$ cat config.mk
export PLATFORM = sky130hd
export DESIGN_NAME = nonce_search_ctrl
export DESIGN_NICKNAME = d
export VERILOG_FILES = /design/src/rtl/nonce_search_pkg.sv /design/src/rtl/nonce_counter.sv /design/src/rtl/nonce_search_ctrl.sv
export SDC_FILE = /design/constraint.sdc
export NUM_CORES = 1
export LEC_CHECK = 0
export BUFFER_PORTS_ARGS = -buffer_cell sky130_fd_sc_hd__buf_4
export CAP_MARGIN = 20
export CORE_ASPECT_RATIO = 1.4
export CORE_MARGIN = 2
export CORE_UTILIZATION = 48
export DETAILED_ROUTE_END_ITERATION = 12
export GPL_TIMING_DRIVEN = 0
export HOLD_SLACK_MARGIN = 0.12
export PLACE_DENSITY = 0.75
export SETUP_SLACK_MARGIN = 0.4
export SLEW_MARGIN = 10
export SYNTH_ARGS = -nofsm -noshare
export SYNTH_HDL_FRONTEND = slang
export SYNTH_SLANG_ARGS = --single-unit
$ cat constraint.sdc
create_clock -name clk -period 2.8 [get_ports clk]
set_input_delay 0.28 -clock clk [delete_from_list [all_inputs] [get_ports clk]]
set_output_delay 0.28 -clock clk [all_outputs]
set_load 0.03 [all_outputs]
$ cat src/rtl/nonce_search_pkg.sv
// Shared widths, FSM state encoding and the target comparison used by the
// nonce search sequencer.
package nonce_search_pkg;

  localparam int NONCE_W  = 32;
  localparam int HASH_W   = 24;
  localparam int TARGET_W = 16;

  typedef enum logic [2:0] {
    IDLE,
    LAUNCH,
    WAIT,
    CHECK,
    DONE
  } state_t;

  // hash[HASH_W-1 -: TARGET_W] < target is the same as comparing the whole
  // hash against the target shifted up into the top bits: the low hash bits
  // can never close the gap of a full target step.
  function automatic logic hash_meets_target(input logic [HASH_W-1:0]   hash,
                                             input logic [TARGET_W-1:0] target);
    return hash < {target, {(HASH_W-TARGET_W){1'b0}}};
  endfunction

endpackage

$ cat src/rtl/nonce_counter.sv
// Candidate nonce counter: loads the first nonce, steps by one and saturates
// at the last nonce so the sweep never wraps.
module nonce_counter
  import nonce_search_pkg::*;
#(
  parameter logic [NONCE_W-1:0] START = '0,
  parameter logic [NONCE_W-1:0] LAST  = '1
) (
  input  logic               clk,
  input  logic               reset,
  input  logic               load,
  input  logic               inc,
  output logic [NONCE_W-1:0] value,
  output logic               is_last
);

  logic [NONCE_W-1:0] value_q;
  logic [NONCE_W-1:0] value_d;

  // Next count: load wins over increment, increment stops at LAST.
  always_comb begin
    value_d = value_q;
    if (load) begin
      value_d = START;
    end else if (inc && (value_q != LAST)) begin
      value_d = value_q + NONCE_W'(1);
    end
  end

  // Count register, returns to the first nonce on reset.
  always_ff @(posedge clk) begin
    if (!reset) begin
      value_q <= START;
    end else begin
      value_q <= value_d;
    end
  end

  assign value   = value_q;
  assign is_last = (value_q == LAST);

endmodule

$ cat src/rtl/nonce_search_ctrl.sv
// Nonce search sequencer: sweeps candidate nonces through the hash engine and
// reports the first nonce whose hash falls below the target, or exhaustion.
module nonce_search_ctrl
  import nonce_search_pkg::*;
#(
  parameter logic [NONCE_W-1:0] NONCE_START = '0,
  parameter logic [NONCE_W-1:0] NONCE_LAST  = 32'hFFFF_FFFF
) (
  input  logic                clk,
  input  logic                reset,
  input  logic                start,
  input  logic [TARGET_W-1:0] target,
  output logic                finish,
  output logic                found,
  output logic [7:0]          nonce0,
  output logic [7:0]          nonce1,
  output logic [7:0]          nonce2,
  output logic [7:0]          nonce3,
  output logic                hash_start,
  output logic [NONCE_W-1:0]  hash_nonce,
  input  logic                hash_done,
  input  logic [HASH_W-1:0]   hash_out
);

  state_t              state_q,      state_d;
  logic [TARGET_W-1:0] target_q,     target_d;
  logic [HASH_W-1:0]   hash_q,       hash_d;
  logic                finish_q,     finish_d;
  logic                found_q,      found_d;
  logic [NONCE_W-1:0]  result_q,     result_d;
  logic                hash_start_q, hash_start_d;

  logic                cnt_load;
  logic                cnt_inc;
  logic [NONCE_W-1:0]  cnt_value;
  logic                cnt_last;
  logic                win;

  nonce_counter #(
    .START (NONCE_START),
    .LAST  (NONCE_LAST)
  ) u_counter (
    .clk     (clk),
    .reset   (reset),
    .load    (cnt_load),
    .inc     (cnt_inc),
    .value   (cnt_value),
    .is_last (cnt_last)
  );

  assign win = hash_meets_target(hash_q, target_q);

  // Next-state and output decisions; dropping start aborts any active search
  // and takes priority over a completing hash or a win in the same cycle.
  always_comb begin
    state_d      = state_q;
    target_d     = target_q;
    hash_d       = hash_q;
    finish_d     = finish_q;
    found_d      = found_q;
    result_d     = result_q;
    hash_start_d = 1'b0;
    cnt_load     = 1'b0;
    cnt_inc      = 1'b0;
    case (state_q)
      IDLE: begin
        if (start) begin
          target_d     = target;
          cnt_load     = 1'b1;
          hash_start_d = 1'b1;
          state_d      = LAUNCH;
        end
      end
      LAUNCH: begin
        state_d = start ? WAIT : IDLE;
      end
      WAIT: begin
        if (!start) begin
          state_d = IDLE;
        end else if (hash_done) begin
          hash_d  = hash_out;
          state_d = CHECK;
        end
      end
      CHECK: begin
        if (!start) begin
          state_d = IDLE;
        end else if (win) begin
          result_d = cnt_value;
          found_d  = 1'b1;
          finish_d = 1'b1;
          state_d  = DONE;
        end else if (cnt_last) begin
          result_d = NONCE_LAST;
          found_d  = 1'b0;
          finish_d = 1'b1;
          state_d  = DONE;
        end else begin
          cnt_inc      = 1'b1;
          hash_start_d = 1'b1;
          state_d      = LAUNCH;
        end
      end
      DONE: begin
        if (!start) begin
          finish_d = 1'b0;
          found_d  = 1'b0;
          state_d  = IDLE;
        end
      end
      default: begin
        state_d = IDLE;
      end
    endcase
  end

  // State and registered outputs; reset discards any in-flight search.
  always_ff @(posedge clk) begin
    if (!reset) begin
      state_q      <= IDLE;
      target_q     <= '0;
      hash_q       <= '0;
      finish_q     <= 1'b0;
      found_q      <= 1'b0;
      result_q     <= '0;
      hash_start_q <= 1'b0;
    end else begin
      state_q      <= state_d;
      target_q     <= target_d;
      hash_q       <= hash_d;
      finish_q     <= finish_d;
      found_q      <= found_d;
      result_q     <= result_d;
      hash_start_q <= hash_start_d;
    end
  end

  assign finish     = finish_q;
  assign found      = found_q;
  assign hash_start = hash_start_q;
  assign hash_nonce = cnt_value;
  assign nonce0     = result_q[7:0];
  assign nonce1     = result_q[15:8];
  assign nonce2     = result_q[23:16];
  assign nonce3     = result_q[31:24];

endmodule

==> out/qor.yml <==
setup.worst_path.class: "reg2reg"
dpl-instance-area_sq_mm: 0.00556
p_leak_nw: 2.74
initial_core_util: 0.493
critical-path-max-stage-delay_ps: 530
finish.instance_area_sq_mm: 0.00691
die_area_sq_mm: 0.0105
placement.io_buffers: 100
clock-root-buffer: "clkbuf_16"
finalClockSkew_ps: 7.37
finalCritPeriodShare: 0.985
critical_path.cell_chain: "inv_2 -> ha_4 -> nand4_1 -> or4_4 -> o31a_1 -> buf_6 -> a21oi_4 -> nor2_4 -> buf_12 -> clkbuf_16 -> o221a_4"
dp_hpwl_mm: 9.05
reg2reg_depth: 11
gr-total-overflow: 0
critPathBufInv: 4
grt_pass1_wl_mm: 21.1
antenna_cells: 0
cts.sinks: 102
drive_above_1_share: 0.433
gp_congestion: 0.860
syn_inst: 499
avgViaCountPerCell: 6.06
synth_edf_count: 0
r2r_setup_slack_ps: 40
synth_seq_cells: 102
drt_wl_total_mm: 14.9
cts_tree: "built"
synthToLayoutAreaGrowth_pct: 48.0
cts_hold_buf: 0
worst-path-stages: 11
nets: 705
core_area_sq_mm: 0.00946
rsz0062_at_grt: "yes"
drt_iter0_markers: 267
grt_pass1_vias: 4325
syn_area_per_cell_sq_um: 9.35
drtAntennaViolNets: 0
report.final.slew_viol_count: 0
crit_path_start: "target_q[11]$_SDFFE_PN0P_"
relSlewSlack: 0.530
maxCapViolCount: 0
cp-endpoint: "result_q[23]$_SDFFE_PN0P_"
yosysWarnings: 0
syn_area_sq_mm: 0.00466
p_per_area_mw_per_mm2: 503
ys_top_cells_by_count: "dfxtp_1, nand2_1, o221a_2"
worstPathArrival_ps: 2990
synthFlopType: "dfxtp_1"
post-synth-top-count-cell: "dfxtp_1"
hold_ws_ps: 187
cpLargestDelayFamily: "simple AND/OR/NAND/NOR gates"
grt_max_degree: 16
antenna_found_initial: 0
synthArstFlopShare: 0
wl_per_cell_um: 19.6
setup_viol: 0
synthDominantCellAreaShare: 0.438
hold_class: "in2reg"
numCtsBuffers: 9
cp_slowest_cell: "or4_4"
start_kind: "flip-flop"
die_w_um: 87.3
finalCriticalPeriod_ps: 2760
grtUsageTotal: 0.254
hold_viol: 0
r2r_start: "target_q[11]$_SDFFE_PN0P_"
cts.reportedPaths.clkPinSlew_ps: 70
synthTopCellsByArea: "dfxtp_1, o221a_2, nand2_1"
fin_util: 0.730
h-tree-depth: 3
clk_latency_ps: 350
vdd_drop_max_uv: 397
drc_errors: 0
dr.pass1.iters: 5
max_freq_mhz: 363
pin_count: 111
die_height_um: 121
yosysSeqAreaShare: 0.438
cp.required_ps: 3030
critPathCaptureType: "flip-flop"
status: "complete, no violations"
rows: 42
crit_fanout: 5
ys_types: 55
synth_area_leader_cell: "dfxtp_1"
tightest_slew_ps: 705
vias: 4599
reg2reg_to: "result_q[23]$_SDFFE_PN0P_"
cts.path.max_buffers: 2
synth_fp_nets: 559
kinds of logic after synthesis:
kind of cell | share of synthesized area
flip-flops | 0.438
AO/OA/AOI/OAI | 0.225
multiplexers | 0.0386
buffers and inverters | 0.0502
AND/OR/NAND/NOR | 0.200
adder cells (fa/ha/maj) | 0.0451
XOR/XNOR | 0.00376
power breakdown:
group          total [W]  internal [W]  switching (W)
clock network    0.00142      0.000892       0.000532
registers        0.00150       0.00148      0.0000162
logic           0.000553      0.000266       0.000288
layout make-up:
class                           count  area, sq um
Tap cell                          110          138
Fill cell                         655         2550
Sequential cell                   102         2050
Timing Repair Buffer              135         1130
Clock buffer                       11          243
Inverter                           17         63.8
Multi-Input combinational cell    346         2900
Buffer                             34          283
Clock inverter                      4         95.1
how the worst min path moves through the flow:
stage	cells past startpoint	start	slack [ps]	to
floorplan	2	target[15]	420	target_q[15]$_SDFFE_PN0P_
global placement	2	target_q[15]$_SDFFE_PN0P_	450	target_q[15]$_SDFFE_PN0P_
detailed placement	2	target_q[15]$_SDFFE_PN0P_	450	target_q[15]$_SDFFE_PN0P_
CTS	3	target[8]	180	target_q[8]$_SDFFE_PN0P_
global route	3	target[6]	200	target_q[6]$_SDFFE_PN0P_
finish	3	target[8]	190	target_q[8]$_SDFFE_PN0P_
registers in the layout (all words and copies together) (netlist names):
signal	count
hash_start	1
finish	1
state_q	3
result_q	32
hash_q	16
target_q	16
u_counter.value	32
found	1
per-stage QoR:
step           power, W  setup slack, ps  TNS (ps)  cells
5_1_grt         0.00357            -37.8      -202    759
6_report        0.00347             42.6         0    759
4_1_cts         0.00335              157         0    740
3_5_place_dp    0.00185             -287    -10690    709
3_3_place_gp    0.00184             -255     -9350    709
2_1_floorplan   0.00173              285         0    499
layer usage:
layer  routed length [um]  part of all wire  track usage
met1                 5770              0.39        0.286
met2                 7790              0.52        0.444
met3                  739             0.050       0.0512
met4                  599             0.040        0.126
met5                    0                 0            0
worst register-to-register path: cells and delay by family (launching register included):
| kind | cells | cell delay [ps] |
|---|---|---|
| AOI/OAI and AO/OA | 3 | 780 |
| adders and majority gates | 1 | 250 |
| buffers and inverters | 4 | 490 |
| DFF | 1 | 330 |
| and+or+nand+nor | 3 | 780 |
cells in the final DEF, fill, tap and decap left out, types with 12 or more instances in the layout:
cell	netlist	routed
a21boi_0	17	17
a21oi_2	0	14
buf_4	0	118
buf_6	1	13
clkbuf_1	22	13
clkbuf_16	0	12
dfxtp_1	102	94
inv_1	17	13
mux2i_1	18	18
nand2_1	66	63
nor2_1	23	19
nor2b_1	16	16
o221a_4	0	21
timing repair:
| action | 4_1_cts | 5_1_grt |
|---|---|---|
| setup endpoints to repair | 69 | 79 |
| buffers inserted | 13 | 15 |
| pin swaps | 29 | 45 |
| gates resized for setup | 72 | 93 |
| gates cloned | 3 | 3 |
Power figures use the tool's default switching activity.
